==> src/rtl/calc_controller.sv <==
// ----------------------------------------------------------------------------
// calc_controller
//
// Walks a block of operand memory two words at a time (A at even offset,
// B at odd offset), adds each pair with adder32 and writes the truncated sum
// to a separate result region. Pulses done_o when the last complete pair has
// been written. A trailing unpaired operand is never read.
//
// Ports
//   clk_i               clock, rising edge
//   rst_ni              asynchronous active-low reset
//   start_i             begin a run (sampled only while idle)
//   read_start_addr_i   first operand address (latched at start)
//   read_end_addr_i     last operand address, inclusive (latched at start)
//   write_start_addr_i  first result address (latched at start)
//   rd_en_o/rd_addr_o   memory read strobe/address (data returns next cycle)
//   rd_data_i           memory read data
//   wr_en_o/wr_addr_o/wr_data_o  memory write strobe/address/data
//   busy_o              high whenever not idle
//   done_o              one-cycle end-of-run pulse
//   pair_count_o        results written in the current or last run
// ----------------------------------------------------------------------------

package calculator_pkg;
    parameter int DATA_W = 32;
endpackage

// Shared 32-bit adder; carry out is discarded.
module adder32 (
    input  logic [31:0] a_i,
    input  logic [31:0] b_i,
    output logic [31:0] sum_o
);
    assign sum_o = a_i + b_i;
endmodule

module calc_controller #(
    parameter int DATA_W = calculator_pkg::DATA_W,
    parameter int ADDR_W = 10
) (
    input  logic              clk_i,
    input  logic              rst_ni,
    input  logic              start_i,
    input  logic [ADDR_W-1:0] read_start_addr_i,
    input  logic [ADDR_W-1:0] read_end_addr_i,
    input  logic [ADDR_W-1:0] write_start_addr_i,
    output logic              rd_en_o,
    output logic [ADDR_W-1:0] rd_addr_o,
    input  logic [DATA_W-1:0] rd_data_i,
    output logic              wr_en_o,
    output logic [ADDR_W-1:0] wr_addr_o,
    output logic [DATA_W-1:0] wr_data_o,
    output logic              busy_o,
    output logic              done_o,
    output logic [ADDR_W-1:0] pair_count_o
);

    typedef enum logic [2:0] {
        S_IDLE   = 3'd0,
        S_READ_A = 3'd1,
        S_READ_B = 3'd2,
        S_ADD    = 3'd3,
        S_WRITE  = 3'd4,
        S_DONE   = 3'd5
    } state_t;

    state_t state_q, state_d;

    // Read pointer carries one extra bit so a pair ending at the top address
    // compares past read_end instead of wrapping back to address 0.
    logic [ADDR_W:0]   rd_ptr_q;
    logic [ADDR_W-1:0] wr_ptr_q;
    logic [ADDR_W-1:0] read_end_q;
    logic [ADDR_W-1:0] pair_count_q;
    logic [DATA_W-1:0] a_q;
    logic [DATA_W-1:0] b_q;
    logic [DATA_W-1:0] sum;

    logic [ADDR_W:0]   start_b_addr;   // read_start + 1, widened
    logic [ADDR_W:0]   rd_ptr_adv;     // rd_ptr + 2 (next pair's A)
    logic [ADDR_W:0]   next_b_addr;    // rd_ptr + 3 (next pair's B)
    logic [ADDR_W-1:0] cur_b_addr;     // address of current pair's B

    assign start_b_addr = {1'b0, read_start_addr_i} + {{ADDR_W{1'b0}}, 1'b1};
    assign rd_ptr_adv   = rd_ptr_q + {{(ADDR_W-1){1'b0}}, 2'd2};
    assign next_b_addr  = rd_ptr_q + {{(ADDR_W-1){1'b0}}, 2'd3};
    assign cur_b_addr   = rd_ptr_q[ADDR_W-1:0] + {{(ADDR_W-1){1'b0}}, 1'b1};

    adder32 u_adder (
        .a_i   (a_q),
        .b_i   (b_q),
        .sum_o (sum)
    );

    // ------------------------------------------------------------------
    // State register
    // ------------------------------------------------------------------
    always_ff @(posedge clk_i or negedge rst_ni) begin
        if (!rst_ni) begin
            state_q <= S_IDLE;
        end else begin
            state_q <= state_d;
        end
    end

    // ------------------------------------------------------------------
    // Next-state logic
    // ------------------------------------------------------------------
    always_comb begin
        state_d = state_q;
        case (state_q)
            S_IDLE: begin
                if (start_i) begin
                    state_d = (start_b_addr <= {1'b0, read_end_addr_i}) ? S_READ_A : S_DONE;
                end
            end
            S_READ_A: state_d = S_READ_B;
            S_READ_B: state_d = S_ADD;
            S_ADD:    state_d = S_WRITE;
            S_WRITE: begin
                state_d = (next_b_addr <= {1'b0, read_end_q}) ? S_READ_A : S_DONE;
            end
            S_DONE:   state_d = S_IDLE;
            default:  state_d = S_IDLE;
        endcase
    end

    // ------------------------------------------------------------------
    // Output decode; address/data buses are zero when their strobe is low
    // ------------------------------------------------------------------
    always_comb begin
        rd_en_o   = 1'b0;
        rd_addr_o = '0;
        wr_en_o   = 1'b0;
        wr_addr_o = '0;
        wr_data_o = '0;
        done_o    = 1'b0;
        busy_o    = (state_q != S_IDLE);
        case (state_q)
            S_READ_A: begin
                rd_en_o   = 1'b1;
                rd_addr_o = rd_ptr_q[ADDR_W-1:0];
            end
            S_READ_B: begin
                rd_en_o   = 1'b1;
                rd_addr_o = cur_b_addr;
            end
            S_WRITE: begin
                wr_en_o   = 1'b1;
                wr_addr_o = wr_ptr_q;
                wr_data_o = sum;
            end
            S_DONE: begin
                done_o = 1'b1;
            end
            default: ;
        endcase
    end

    assign pair_count_o = pair_count_q;

    // ------------------------------------------------------------------
    // Datapath registers
    // ------------------------------------------------------------------
    always_ff @(posedge clk_i or negedge rst_ni) begin
        if (!rst_ni) begin
            rd_ptr_q     <= '0;
            wr_ptr_q     <= '0;
            read_end_q   <= '0;
            pair_count_q <= '0;
            a_q          <= '0;
            b_q          <= '0;
        end else begin
            case (state_q)
                S_IDLE: begin
                    if (start_i) begin
                        rd_ptr_q     <= {1'b0, read_start_addr_i};
                        wr_ptr_q     <= write_start_addr_i;
                        read_end_q   <= read_end_addr_i;
                        pair_count_q <= '0;
                    end
                end
                // Data for the READ_A address arrives during READ_B.
                S_READ_B: a_q <= rd_data_i;
                S_ADD:    b_q <= rd_data_i;
                S_WRITE: begin
                    rd_ptr_q     <= rd_ptr_adv;
                    wr_ptr_q     <= wr_ptr_q + {{(ADDR_W-1){1'b0}}, 1'b1};
                    pair_count_q <= pair_count_q + {{(ADDR_W-1){1'b0}}, 1'b1};
                end
                default: ;
            endcase
        end
    end

endmodule

==> config.mk <==
export PLATFORM = sky130hd
export DESIGN_NAME = calc_controller
export DESIGN_NICKNAME = d
export VERILOG_FILES = /design/src/rtl/calc_controller.sv
export SDC_FILE = /design/constraint.sdc
export NUM_CORES = 1
export LEC_CHECK = 0
export CAP_MARGIN = 20
export CORE_UTILIZATION = 40
export CTS_BUF_LIST = sky130_fd_sc_hd__clkbuf_16
export CTS_CLUSTER_SIZE = 24
export DETAILED_ROUTE_END_ITERATION = 10
export PLACE_DENSITY = 0.66
export SLEW_MARGIN = 15
export SYNTH_ARGS = -nofsm -noshare
export SYNTH_HDL_FRONTEND = slang
export SYNTH_SLANG_ARGS = --single-unit
==> constraint.sdc <==
create_clock -name clk_i -period 3.02 [get_ports clk_i]
set_input_delay 0.453 -clock clk_i [delete_from_list [all_inputs] [get_ports clk_i]]
set_output_delay 0.453 -clock clk_i [all_outputs]
set_load 0.01 [all_outputs]
# After elaboration in Yosys (flattened, before gate mapping)

Cells that the tools add are included.

Register bits: 108
Output and inout port bits: 66

$add $sub $neg: 7
Multiplexer cells: 16
Order comparisons: 2
Reduce and logical (&&, ||, !) cells: 6
Eq/ne operators: 6

Operators with widths:

| operator                                                        | number |
|---|---|
| 10-bit case mux with 2 select lines                             | 3 |
| 32-bit adder                                                    | 1 |
| 32-bit 2-to-1 mux                                               | 1 |
| 10-bit by 1-bit adder with 10-bit output, second input constant | 3 |
| 10-bit 2-to-1 mux                                               | 3 |
| 11-bit by 2-bit adder with 11-bit output, second input constant | 2 |
| 11-bit by 10-bit less-or-equal comparator with 1-bit output     | 2 |
| 11-bit case mux with 2 select lines                             | 1 |
| 3-bit case mux with 5 select lines                              | 1 |
| 10-bit by 1-bit adder with 11-bit output, second input constant | 1 |
| 11-bit 2-to-1 mux                                               | 1 |
| 3-bit 2-to-1 mux                                                | 3 |
| 3-bit by 2-bit == test with 1-bit output, second input constant | 2 |
| 3-bit == test, second input constant                            | 2 |
| 2-bit AND reduction                                             | 2 |
| 3-bit by 1-bit == test with 1-bit output, second input constant | 1 |
| 3-bit logical NOT                                               | 1 |
| 1-bit 2-to-1 mux                                                | 3 |
| 3-bit nonzero test                                              | 1 |
| 2-bit inequality test, second input constant                    | 1 |
| 2-bit nonzero test                                              | 1 |
| 2-bit OR reduction                                              | 1 |

# Longest topological paths before layout

Gate-level depths: netlist (run 1).

Word-level depth: 5
Gate-level depth with buffers: 13
Gate-level depth less buffers: 12

# Modules after synthesis

A second synthesis (run 1) with hierarchy kept.

Cell total of the unflattened synthesis: 882
Area, all modules: 7578.5 µm²

By module, submodules not included:

| module          | seq. area each (µm²) | times used | area each (µm²) | cells each |
|---|---|---|---|---|
| calc_controller | 2702.6               | 1          | 5834.3          | 641 |
| adder32         | 0.0                  | 1          | 1744.2          | 241 |

# Worst setup path after synthesis (run 1)

Ideal clock, no wire load.

Kind: register to output
From: register a_q[0]
To: output port wr_data_o[30]
Stages on the path, launching flop included: 11
Buffers on the path: 0
Setup slack: 0.366 ns
Data arrival time: 2.201 ns
Cells stage by stage: dfrtp_1 ha_1 fa_1 a21o_1 nand4_1 nand2_1 a21oi_4 o211ai_4 a21oi_2 o21ai_1 mux2i_1

Word-level cells in the longest chain between the ends: 2

RTL lines:

| what                   | line | RTL |
|---|---|---|
| from (decl)            | 75   | `logic [DATA_W-1:0] a_q;` |
| from (signal assigned) | 184  | `S_READ_B: a_q <= rd_data_i;` |
| 32-bit adder           | 34   | `assign sum_o = a_i + b_i;` |
| 32-bit 2-to-1 mux      | 139  | `case (state_q)` |
| to (decl)              | 52   | `output logic [DATA_W-1:0] wr_data_o,` |

No other way between the ends.

# Final worst setup path (run 1)

From: register a_q[0]
To: output port wr_data_o[18]

Same word-level chain as after synthesis.

==> results by stage, run 1 <==
Status:
- The flow ran to the end, but the final reports show violations.
- The final reports fail on setup timing.

Flow run:
- The count of maximum capacitance violations is 0.

Floorplanning:
- The y dimension of the die is 137.1 µm.
- The core area is ~18000 µm².
- The die is 137.1 µm wide.
- Once the floorplan was initialized, standard cells occupied between 40 and 50% of the core.
- The cell row count is between 40 and 50.
- The total die area is around 19000 µm².
- In this run the count of I/O pins placed on the die edge is about 130.

Layout:
- The synthesis-to-layout area growth is 36.64%.
- The net count reported at finish is 1156.
- The repair_antennas step left the layout with diodes totalling 0.
- The share of cells above drive strength 1 is a little over a fifth.
- The finished cells cover about 10000 µm².
- In the layout the commonest cells are 165 x sky130_fd_sc_hd__nand2_1, 107 x sky130_fd_sc_hd__dfrtp_1, 102 x sky130_fd_sc_hd__clkdlybuf4s50_1, 74 x sky130_fd_sc_hd__buf_4, 66 x sky130_fd_sc_hd__nor2_1.
- The most common cell after layout, fill and taps aside is sky130_fd_sc_hd__nand2_1.
- Once layout is complete, the utilization of the core stands at between 50% and 60%.

Route:
- The DRC violation count after routing is 0.
- The DRC violation total after the first TritonRoute iteration is ~370.
- Using the TritonRoute via totals, the vias-per-cell ratio works out to 5.316.
- The first detailed-routing pass ran for 5 iterations.
- Once detail routing completed, the nets flagged for antenna violations numbered 0.
- The routed via count is approximately 6700.
- The average detailed-routed wire length per instance is around 16 µm.
- For this block, the routed nets add up to about 20000 µm of wire.

Clock tree:
- In this run the number of H-tree levels came out at 3.
- The CTS tree is yes.
- The deepest clock path buffer count is 2.
- The root buffer cell chosen for the clock tree is sky130_fd_sc_hd__clkbuf_16.
- The total clock buffers created by CTS is 9.
- The clock latency reported for the late side of the worst-skew pair is 0.36 ns.
- The clock edge transition at the registers on the reported setup and hold paths is roughly 0.080 ns.
- After clock tree synthesis, the flow added hold-fix buffers numbering 0.
- The number of clock sinks seen by CTS is between 100 and 150.

Global routing:
- The first global-routing pass estimated 32200 µm of wire.
- The initial antenna violation count is 0.
- For this run the aggregate overflow at the end of global routing stands at 0.
- The global-route total usage across every layer is between 20% and 30%.
- Entering global routing, the biggest net connects 56 pins.
- The via count of the first global-routing pass is about 6400.

Logic synthesis:
- The mapped netlist covers between 7000 and 8000 µm².
- The cell count after synthesis came out at about 850.
- The post-synthesis sequential element count is 108.
- Sorting the synthesized cells by area gives the leading types as sky130_fd_sc_hd__dfrtp_1 37%, sky130_fd_sc_hd__ha_1 9.9%, sky130_fd_sc_hd__nand2_1 8.6%.
- The share of synthesized area in the top cell type comes to 37.00%.
- Among all flip-flop cells after synthesis, the most frequent one is sky130_fd_sc_hd__dfrtp_1.
- The number of nets in the synthesized netlist is 970.
- The number of warnings printed during yosys synthesis is 0.
- A synthesized cell averages 8.634 µm².
- Sequential cells were found to cover between 30 and 40% of the synthesized design area.
- The largest total area in the synthesized netlist belongs to sky130_fd_sc_hd__dfrtp_1.
- Counting flops with an async set or reset pin after synthesis yields a share of 100.0%.
- The number of different library cells used by synthesis comes to 69.
- Counting flops with a built-in enable in the synthesized netlist gives 0.

STA:
- The final clock skew is 0.004778 ns.
- Setup repair after global routing could not meet its margin everywhere.
- The tightest slew margin relative to the limit is between 30% and 40%.
- For the pin with the worst max-slew slack, the measured transition is around 0.97 ns.
- The shortest period the worst path allows is about 3.1 ns.
- The maximum clock rate is 0.3191 GHz.
- The post-route fraction of the period consumed by the critical path is 103.8%.
- Hold timing on the final database bottoms out at a slack of approximately 0.0092 ns.
- The count of pins over their slew limit is 0.
- After layout, the worst setup slack is -0.1134 ns.
- Setup violations remaining at the end of the flow were counted as 11.
- The number of hold violations in the final report is 0.

Worst setup path:
- The data arrival time at the worst-slack endpoint is around 2.7 ns.
- Of all nets on the critical path, the largest fanout is 3.
- The critical path contains buffers and inverters numbering 2 combined.
- The worst setup path is captured at a primary output.
- The worst setup path is launched from a flip-flop.
- The required time of the critical path is between 2 and 3 ns.
- The cell with the largest stage delay on the worst path is sky130_fd_sc_hd__dfrtp_1.
- The critical path's top delay family is compound AO/OA/AOI/OAI gates.
- The critical setup path kind is flip-flop to primary output.
- The signal on the critical path passes through ha_2, fa_2, a21o_1, nand4_1, nand2_2, a21oi_4, buf_6, o211ai_1, a21oi_1, xor2_1, nor2_1, buf_2.
- The maximum single-stage delay on the critical path is 0.38 ns.

Min path:
- The path category of the worst min-delay check is input pin to async pin.

Pwr:
- The leakage power summed over all cells is between 4 and 5 nW.
- The power per standard cell area is ~1200 nW/µm².
- The maximum ir drop on the vdd rail is approximately 560 µV.

Placement:
- In this run the tool buffered the top-level ports with 130 buffer cells.
- Detailed placement ended at an HPWL of roughly 14000 µm.
- At the end of routability-driven placement, the weighted congestion stood at 0.9265.
- The placed instances occupy a cell area of a little over 9000 µm².
==> per-stage QoR <==
step	total power, mW	instances	setup TNS (ns)	setup WS [ns]
floorplan	7.249	846	0	0.3664
global placement	9.742	1235	-1.213	-0.1344
detailed placement	9.810	1235	-1.787	-0.1470
CTS	11.75	1262	-0.8351	-0.1437
global route	13.28	1266	-2.616	-0.2149
finish	12.30	1266	-0.6552	-0.1134
==> power breakdown <==
part / leakage [nW] / switching, mW / internal [mW]
logic: 3.12 / 4.21 / 4.08
registers: 1.32 / 0.580 / 2.10
clock network: 0.161 / 0.591 / 0.735
==> logic make-up (layout without fill, tap and decap cells) <==
group	Yosys count	after routing	share of synthesized area, %
AOI/OAI and AO/OA	196	196	18.29
xor gates and xnor gates	39	39	4.676
adders and majority gates	59	59	10.21
buffers and inverters	70	261	3.768
DFF	108	108	37.00
muxes	35	35	5.344
and+or+nand+nor	339	339	20.71
==> path summary, 6_finish.rpt <==
kind	cells after the start	slack [ns]	start	to
min reg2reg	1	0.49	pair_count_o[9]	pair_count_o[9]
max	12	-0.11	a_q[0]	wr_data_o[18]
min	1	0.009	rst_ni	read_end_q[6]
min in group clk_i	1	0.49	pair_count_o[9]	pair_count_o[9]
max reg2reg	10	0.28	rd_ptr_q[2]	state_q[2]
max in group asynchronous	2	2.31	rst_ni	a_q[12]
==> cell type report <==
type	instances	area (µm²)
multi-input combinational	668	4693
sequential	108	2704
inverter	33	126.4
fill	1644	7921
clock buffer	9	225.2
timing repair buffer	212	1849
clock inverter	7	96.34
tap	229	286.5
==> timing repair <==
item,CTS,global route
setup buffers,11,5
endpoints found under the hold margin,0,0
setup endpoints to repair,28,28
pin swaps,41,32
resized for setup,120,41
==> synth_stat cells (8+ instances only) <==
| master | instances |
|---|---|
| sky130_fd_sc_hd__a211oi_1 | 8 |
| sky130_fd_sc_hd__clkbuf_1 | 21 |
| sky130_fd_sc_hd__inv_1 | 32 |
| sky130_fd_sc_hd__buf_1 | 8 |
| sky130_fd_sc_hd__xnor2_1 | 20 |
| sky130_fd_sc_hd__and3_1 | 10 |
| sky130_fd_sc_hd__nand4_1 | 10 |
| sky130_fd_sc_hd__a221o_1 | 8 |
| sky130_fd_sc_hd__a31oi_1 | 11 |
| sky130_fd_sc_hd__ha_1 | 58 |
| sky130_fd_sc_hd__nand3_1 | 23 |
| sky130_fd_sc_hd__o211ai_1 | 8 |
| sky130_fd_sc_hd__nand2_1 | 167 |
| sky130_fd_sc_hd__and2_1 | 14 |
| sky130_fd_sc_hd__nor3_1 | 15 |
| sky130_fd_sc_hd__dfrtp_1 | 108 |
| sky130_fd_sc_hd__nor2_1 | 69 |
| sky130_fd_sc_hd__o21ai_0 | 54 |
| sky130_fd_sc_hd__xor2_1 | 19 |
| sky130_fd_sc_hd__a21oi_1 | 37 |
| sky130_fd_sc_hd__a21o_1 | 19 |
| sky130_fd_sc_hd__mux2_2 | 32 |
==> flip-flops by register name, indices dropped and copies added, names as in the netlist <==
name / count
b_q: 32
pair_count_o: 10
state_q: 3
a_q: 32
wr_ptr_q: 10
rd_ptr_q: 11
read_end_q: 10
==> per-layer routing <==
metal,vias to the layer above,global-route usage (%),routed length (µm)
li1,3344,-,-
met1,3205,29.33,9495
met2,156,37.07,9994
met3,25,2.593,723
met4,0,6.899,343
met5,-,0,0
Note: power is estimated with default switching activity, not from simulation.
==> run 2, diff against run 1 <==
--- a/config.mk
+++ b/config.mk
@@ -6,11 +6,13 @@
 export NUM_CORES = 1
 export LEC_CHECK = 0
 export CAP_MARGIN = 20
+export CELL_PAD_IN_SITES_DETAIL_PLACEMENT = 0
+export CELL_PAD_IN_SITES_GLOBAL_PLACEMENT = 1
 export CORE_UTILIZATION = 40
 export CTS_BUF_LIST = sky130_fd_sc_hd__clkbuf_16
 export CTS_CLUSTER_SIZE = 24
 export DETAILED_ROUTE_END_ITERATION = 10
-export PLACE_DENSITY = 0.66
+export PLACE_DENSITY = 0.83
 export SLEW_MARGIN = 15
 export SYNTH_ARGS = -nofsm -noshare
 export SYNTH_HDL_FRONTEND = slang
==> run 2 against run 1 <==
Against the previous run: the run still ends with setup timing left; count of clock-buffer cells in the layout is the same; clock power shrank 9%; cell area grew 0.28%; non-clock buffer count grew 12; maximum frequency shrank 1.4%; combinational power grew 2%; flip-flop and latch count is the same; first-iteration DRC count grew 6.5%; worst setup slack lost 0.044 ns; via count grew 1.1%; hold slack gained 0.089 ns; critical endpoint is now wr_data_o[22].
==> results by stage, run 2 (synthesis gave the netlist of run 1 again) <==
Status:
- The run finished, with violations left.
- The checks that failed: setup timing.

Worst setup path:
- The category of the worst setup path launch point is a flip-flop.
- The required time of the critical path is around 2.6 ns.
- The critical setup path kind is flip-flop to primary output.
- STA puts the critical path data arrival time at 2.72 ns.
- The worst setup path is captured at a primary output.
- Along the worst path, the maximum fanout reaches 4.

Floorplanning:
- The total die area is about 19000 µm².
- The x dimension of the die is between 100 and 150 µm.
- The y dimension of the die is around 140 µm.
- The cell row count is 49.
- The number of top-level pins is around 130.
- The floorplan step defined a core boundary enclosing 17900 µm².
- Once the floorplan was initialized, standard cells occupied 40.80% of the core.

Route:
- Dividing the detail-routed via count by the number of cells gives 5.326.
- For this run, design rule violations remaining after detail routing come to 0.
- The number of nets still failing antenna checks after routing is 0.
- The first TritonRoute pass finished after 4 iterations.
- The DRC violation total after the first TritonRoute iteration is roughly 390.
- The detailed-route wire length is roughly 21000 µm.
- The average detailed-routed wire length per instance is 16.38 µm.
- The detailed router placed 6801 vias in this run.

STA:
- Measured against its own limit, the worst slew margin works out to 58.46%.
- The final clock skew is between 0.009 and 0.01 ns.
- The setup slack of the critical path after layout is -0.1572 ns.
- The transition time at the pin with the least slew margin is just over 0.6 ns.
- The post-route fraction of the period consumed by the critical path is 105.2%.
- Counting I/O delays and the setup requirement, the final critical path takes ~3.2 ns.
- The total of endpoints with negative setup slack in the final report is 8.
- The count of pins over their slew limit is 0.
- The number of hold violations in the final report is 0.
- The accumulated negative setup slack is -0.7645 ns.
- Setup repair after global routing could not meet its margin everywhere.
- Timing would allow up to about 0.31 GHz.

Clock tree:
- The number of clock sinks seen by CTS is 108.
- The longest clock path from root to sink contains 2 buffers.
- Buffers inserted to repair hold after CTS numbered 0.
- TritonCTS built the clock tree.
- The total clock buffers created by CTS is 9.
- The clock edge transition at the registers on the reported setup and hold paths is ~0.070 ns.
- The clock tree root buffer cell is sky130_fd_sc_hd__clkbuf_16.
- The later pin in the worst-skew pair is clocked with a latency of approximately 0.37 ns.
- The total number of H-tree levels is 3.

Global routing:
- The via count of the first global-routing pass is 6579.
- Across every metal layer, demand over resource in global routing totals a little under a quarter.
- Entering global routing, the biggest net connects 47 pins.
- The global route total overflow is 0.
- The initial antenna violation count is 0.
- The first global-routing pass estimated about 33000 µm of wire.

Placement:
- The placed instances occupy a cell area of approximately 9300 µm².
- The count of buffers added on input and output ports is 130.
- The HPWL after detailed placement is approximately 15000 µm.
- The number of cells after detailed placement is 1240.
- The routability-driven placement congestion ratio is roughly 0.87.

Layout:
- The library cell used most frequently in the layout, excluding fill and tap cells, is sky130_fd_sc_hd__nand2_1.
- The count of placed standard cells in the final layout, fillers left out is roughly 1300.
- The largest registers in the layout are a_q: 32 flops, b_q: 32 flops, rd_ptr_q: 11 flops.
- After routing the design area is between 10000 and 15000 µm².
- For this run, the post-layout net count is roughly 1200.
- The share of cells above drive strength 1 is a little over a fifth.
- The synthesis-to-layout area growth is 37.02%.
- 0 antenna diodes ended up in the layout.
- Leaving out fill and tap cells, the most frequent cells in the layout are 164 x sky130_fd_sc_hd__nand2_1, 107 x sky130_fd_sc_hd__dfrtp_1, 102 x sky130_fd_sc_hd__clkdlybuf4s50_1, 87 x sky130_fd_sc_hd__buf_4, 66 x sky130_fd_sc_hd__nor2_1.

Pwr:
- Power spread over the standard cell area amounts to around 1200 nW/µm².
- Summing internal, switching and leakage power gives between 10 and 15 mW.
- The leakage power summed over all cells is 4.623 nW.
- The maximum ir drop on the vdd rail is roughly 610 µV.

Flow run:
- The count of maximum capacitance violations is 0.

Min path:
- The worst hold path belongs to the class input pin to async pin.
==> run 2: path summary, 6_finish.rpt <==
path / startpoint / end / slack (ns) / cells after the start
setup / recovery: a_q[0] / wr_data_o[22] / -0.16 / 13
hold / removal: rst_ni / wr_ptr_q[7] / 0.1 / 1
setup reg to reg: rd_ptr_q[2] / state_q[2] / 0.35 / 10
hold reg to reg: a_q[22] / a_q[22] / 0.48 / 2
max in group asynchronous: rst_ni / a_q[14] / 2.16 / 2
min in group clk_i: a_q[22] / a_q[22] / 0.48 / 2
==> run 2: per-layer routing <==
metal / track usage, % / vias up / routed length [µm]
met1: 30.72 / 3243 / 9720
met5: 0 / - / 0
met2: 36.42 / 169 / 9666
li1: - / 3365 / -
met3: 5.185 / 24 / 1222
met4: 5.983 / 0 / 304
==> run 2: layout make-up <==
class | instances | area, µm²
clock buffer | 9 | 225.2
clock inverter | 6 | 58.81
fill | 1620 | 7894
inverter | 33 | 125.1
multi-input combinational | 668 | 4672
sequential | 108 | 2704
tap | 229 | 286.5
timing repair buffer | 224 | 1937
==> run 2: through the flow <==
step                setup slack [ns]  hold WS (ns)  utilization [%]
finish                       -0.1572       0.09824            55.91
global route                 -0.2725        0.1474            55.91
CTS                          -0.2031        0.1274            54.30
detailed placement           -0.2127        0.4692            51.83
global placement             -0.1590        0.4651            51.83
floorplan                     0.3664        0.1574                -
==> run 2: repair_timing <==
item | CTS | global route
buffers inserted | 13 | 12
gates resized for setup | 108 | 52
pin swaps | 42 | 29
setup endpoints to repair | 36 | 34
cloned | 0 | 0
==> run 2: critical path, stage by stage (launching register included) <==
cell and delay [ns]:
sky130_fd_sc_hd__dfrtp_1 0.39, sky130_fd_sc_hd__ha_2 0.20, sky130_fd_sc_hd__fa_2 0.35, sky130_fd_sc_hd__a21o_1 0.17, sky130_fd_sc_hd__nand4_1 0.08, sky130_fd_sc_hd__nand2_2 0.08, sky130_fd_sc_hd__a21oi_4 0.21, sky130_fd_sc_hd__buf_6 0.14
sky130_fd_sc_hd__o211ai_4 0.09, sky130_fd_sc_hd__a21oi_2 0.20, sky130_fd_sc_hd__buf_4 0.13, sky130_fd_sc_hd__xor2_1 0.14, sky130_fd_sc_hd__nor2_1 0.05, sky130_fd_sc_hd__buf_2 0.13
==> run 2: power by group <==
part	switching, mW	internal (mW)	leakage (nW)
registers	0.554	2.11	1.32
logic	4.28	4.18	3.16
clock network	0.578	0.634	0.144
==> run 3, diff against run 2 <==
--- a/config.mk
+++ b/config.mk
@@ -5,15 +5,15 @@
 export SDC_FILE = /design/constraint.sdc
 export NUM_CORES = 1
 export LEC_CHECK = 0
-export CAP_MARGIN = 20
 export CELL_PAD_IN_SITES_DETAIL_PLACEMENT = 0
 export CELL_PAD_IN_SITES_GLOBAL_PLACEMENT = 1
 export CORE_UTILIZATION = 40
 export CTS_BUF_LIST = sky130_fd_sc_hd__clkbuf_16
 export CTS_CLUSTER_SIZE = 24
 export DETAILED_ROUTE_END_ITERATION = 10
-export PLACE_DENSITY = 0.83
+export PLACE_DENSITY = 0.82
 export SLEW_MARGIN = 15
 export SYNTH_ARGS = -nofsm -noshare
 export SYNTH_HDL_FRONTEND = slang
+export SYNTH_HIERARCHICAL = 1
 export SYNTH_SLANG_ARGS = --single-unit
==> run 3 against run 2 <==
Against the previous run: largest power group unchanged; flip-flop and latch count did not move; clock skew is 0.0022 ns lower; sequential share of layout area is 1.2 points lower; the run still ends with setup timing left; maximum frequency decreased by 4.9%; critical path type unchanged; first-iteration DRC count decreased by 27%; final cell count up 4.1%; clock power up 12%; power up 9.4%; combinational power increased by 12%; die area grew 3.7%.
==> results by stage, run 3 <==
Placement:
- Before CTS, the worst setup slack after placement is -0.4501 ns.
- Once placement finished, the instance area stood at roughly 10000 µm².
- The number of cells after detailed placement is 1293.
- Routability-driven placement finished with a final weighted congestion of 0.8593.
- The HPWL after detailed placement is ~15000 µm.
- Input and output buffers added on the ports amount to 130.

Logic synthesis:
- The commonest cells after synthesis are 163 x sky130_fd_sc_hd__nand2_1, 108 x sky130_fd_sc_hd__dfrtp_1, 58 x sky130_fd_sc_hd__ha_1, 58 x sky130_fd_sc_hd__o21ai_0, 45 x sky130_fd_sc_hd__a21oi_1.
- The Yosys step of the flow raised 6 warnings.
- The share of the yosys chip area belonging to registers is a little over a third.
- The number of enable-type register cells in the synthesized netlist is 0.
- The synthesized net count is between 1000 and 1500.
- After synthesis, the mean cell area works out to approximately 8.6 µm².
- The synthesized netlist contains 67 unique library cells.
- Synthesis handed over a netlist of 882 instances.
- The post-synthesis sequential element count is 108.
- In the synthesized netlist the async set-or-reset flop fraction comes to 100.0%.
- Summed over its instances, the top area cell type makes up between 30% and 40% of the synthesized netlist area.
- The dominant cell type by area after synthesis is sky130_fd_sc_hd__dfrtp_1.
- The combined area of all synthesized cells is roughly 7600 µm².
- In the synthesized netlist the dominant register cell turns out to be sky130_fd_sc_hd__dfrtp_1.
- In the post-synthesis netlist, the biggest area contributors are sky130_fd_sc_hd__dfrtp_1 36%, sky130_fd_sc_hd__ha_1 9.6%, sky130_fd_sc_hd__nand2_1 8.1%.
- The most common cell in the synthesized netlist is sky130_fd_sc_hd__nand2_1.

Floorplanning:
- The initial core utilization is approximately 41%.
- The number of top-level pins is 131.
- The total die area is between 15000 and 20000 µm².
- The core area is roughly 18000 µm².
- The die is between 100 and 150 µm wide.
- The floorplan has a little under 50 rows.
- The y dimension of the die is about 140 µm.

Route:
- The total routed wire length on the met1 layer is approximately 10000 µm.
- The routed via count is 7128.
- The first routing iteration left approximately 290 violations.
- Detailed routing placed a total of roughly 9900 µm of wire on met2.
- The via count normalized by instance count is roughly 5.4.
- Once detail routing completed, the nets flagged for antenna violations numbered 0.
- Dividing the detail-routed wire length by the instance count gives between 15 and 20 µm.
- The detailed-route wire length is 21210 µm.
- The DRC violation count after routing is 0.
- Before antenna repair, the detailed router went through 5 iterations.
- After detailed routing, no signal wire sits above met4.
- The routed design uses ~800 µm of met3 wire.

Pwr:
- The relative contribution of the clock network to total power is between 10% and 20%.
- The design draws roughly 13 mW.
- The switching power share of the total is 43.30%.
- In this run the power density over the cells is 1286 nW/µm².
- The internal portion of the total power is 7.649 mW.
- Combinational cells account for a little over two thirds of the total power.
- Summed over all nets, the switching power comes to between 5 and 6 mW.
- The leakage power summed over all cells is 4.971 nW.
- The share of total power dissipated in sequential elements is 19.8%.
- The maximum ir drop on the vdd rail is between 700 and 800 µV.

Layout:
- The largest registers in the layout are a_q: 32 flops, b_q: 32 flops, rd_ptr_q: 11 flops.
- The share of cells above drive strength 1 is roughly a quarter.
- The total area of multi-input combinational cells is roughly 5000 µm².
- Summing all flip-flop and latch instances after layout gives between 2000 and 3000 µm².
- From synthesis to final layout, the design area changed by 38.47%.
- The number of antenna diodes in the final layout is 0.
- The number of filler cells placed in the layout is approximately 1700.
- The cell area after layout is ~10000 µm².
- The final layout contains between 1000 and 1500 nets.
- At the end of the flow the core is filled with cells to 57.44%.
- The most common cell after layout, fill and taps aside is sky130_fd_sc_hd__nand2_1.
- The library cells used most frequently in the layout, excluding fill and tap cells, are 161 x sky130_fd_sc_hd__nand2_1, 110 x sky130_fd_sc_hd__buf_4, 104 x sky130_fd_sc_hd__dfrtp_1, 100 x sky130_fd_sc_hd__clkdlybuf4s50_1, 53 x sky130_fd_sc_hd__o21ai_0.
- For this run, the number of standard cells in the final layout without fillers is roughly 1300.

Worst setup path:
- STA puts the critical path data required time at 2.57 ns.
- STA classifies the critical path startpoint as a flip-flop.
- The endpoint type of the worst setup path is a primary output.
- The biggest fanout along the worst timing path is 3.
- The data arrival time at the worst-slack endpoint is about 2.9 ns.
- The critical setup path kind is flip-flop to primary output.
- The number of cells on the worst reg-to-reg path is 13.

Clock tree:
- In this run, post-CTS hold repair placed 0 buffers.
- The total clock buffers created by CTS is 9.
- The CTS tree is yes.
- The clock latency reported for the late side of the worst-skew pair is ~0.36 ns.
- The clock edge transition at the registers on the reported setup and hold paths is about 0.08 ns.
- The total number of H-tree levels is 3.
- The clock tree root buffer cell is sky130_fd_sc_hd__clkbuf_16.
- The deepest clock path buffer count is 2.
- The clock drives approximately 110 sinks.

Status:
- The final reports fail on setup timing.
- The run finished, with violations left.

STA:
- At the pin with the least slew margin, the transition time is approximately 0.71 ns.
- Once routing completed, OpenROAD measured the worst setup slack at -0.3204 ns.
- The maximum clock rate is 0.2994 GHz.
- In this run the tightest slew margin relative to its limit is a little over half.
- The total of endpoints with negative setup slack in the final report is 20.
- Setup total negative slack on the finished layout was measured at -3.997 ns.
- For the final database, setup skew stands at between 0.007 and 0.008 ns.
- Subtracting the final worst setup slack from the clock period gives 3.340 ns.
- On the final layout, the worst hold slack is approximately 0.084 ns.
- The post-route fraction of the period consumed by the critical path is 110.6%.
- The number of hold violations in the final report was 0.
- The count of pins over their slew limit is 0.
- Setup repair after global routing could not meet its margin everywhere.

Flow run:
- Across the run, the number of max-cap violations was 0.

Global routing:
- Entering global routing, the biggest net connects 45 pins.
- Summed over all layers, the global routing overflow is 0.
- The first global-routing pass estimated between 30000 and 40000 µm of wire.
- The initial antenna violation count is 0.
- The via count of the first global-routing pass was around 7000.
- Global routing consumed, over all layers together, around 22% of the routing resources.

Min path:
- The path category of the worst min-delay check is input pin to async pin.
[run 3: timing repair]
action,in CTS,in global routing
setup endpoints to repair,28,34
setup buffers,15,9
resized for setup,137,44
pin swaps,42,25
[run 3: cells by family (layout without fill, tap and decap cells)]
group                    count (synthesis)  count (layout)  synth area share, %
flip-flops                             108             108                35.66
XOR/XNOR                                46              46                5.316
AND/OR/NAND/NOR                        345             345                21.51
buffers and inverters                   83             301                4.474
AO/OA/AOI/OAI                          204             204                17.78
adder cells (fa/ha/maj)                 59              59                9.840
multiplexers                            37              37                5.415
[run 3: worst paths after layout]
path	end	slack [ns]	start
max in group asynchronous	rd_ptr_q[0]	2.13	rst_ni
max	wr_data_o[31]	-0.32	b_q[2]
min reg2reg	read_end_q[2]	0.48	read_end_q[2]
min	wr_ptr_q[9]	0.08	rst_ni
min in group clk_i	read_end_q[2]	0.48	read_end_q[2]
max reg2reg	state_q[2]	0.22	rd_ptr_q[1]
[run 3: layout make-up]
| type | instances | share of cell area [%] |
|---|---|---|
| flip-flops and latches | 108 | 25.80 |
| repair buffers | 250 | 20.41 |
| clock inverters | 7 | 1.002 |
| inverters | 35 | 1.252 |
| clock buffers | 9 | 2.146 |
| well taps | 229 | 2.730 |
| multi-input cells | 691 | 46.66 |
[run 3: power by group through the flow]
stage / logic (mW) / registers, mW / clock network, mW
final: 9.47 / 2.67 / 1.35
after global routing: 10.4 / 2.76 / 1.43
after CTS: 8.98 / 2.63 / 1.37
after detailed placement: 8.27 / 2.64 / 0
after global placement: 8.24 / 2.61 / 0
after floorplan: 5.18 / 2.42 / 0
[run 3: layer usage]
metal | GRT usage [%] | vias up
met3 | 3.854 | 22
li1 | - | 3526
met1 | 30.43 | 3422
met2 | 36.79 | 158
met4 | 5.379 | 0
met5 | 0 | -
[run 3: worst max-delay path, stage by stage (launching register included)]
cell                       delay [ns]
sky130_fd_sc_hd__dfrtp_1         0.41
sky130_fd_sc_hd__ha_4            0.29
sky130_fd_sc_hd__buf_6           0.10
sky130_fd_sc_hd__o211ai_1        0.10
sky130_fd_sc_hd__o21ai_2         0.20
sky130_fd_sc_hd__o21bai_4        0.10
sky130_fd_sc_hd__a22oi_4         0.24
sky130_fd_sc_hd__a311oi_4        0.14
sky130_fd_sc_hd__o311a_1         0.35
sky130_fd_sc_hd__or3_1           0.34
sky130_fd_sc_hd__and2_4          0.15
sky130_fd_sc_hd__buf_6           0.11
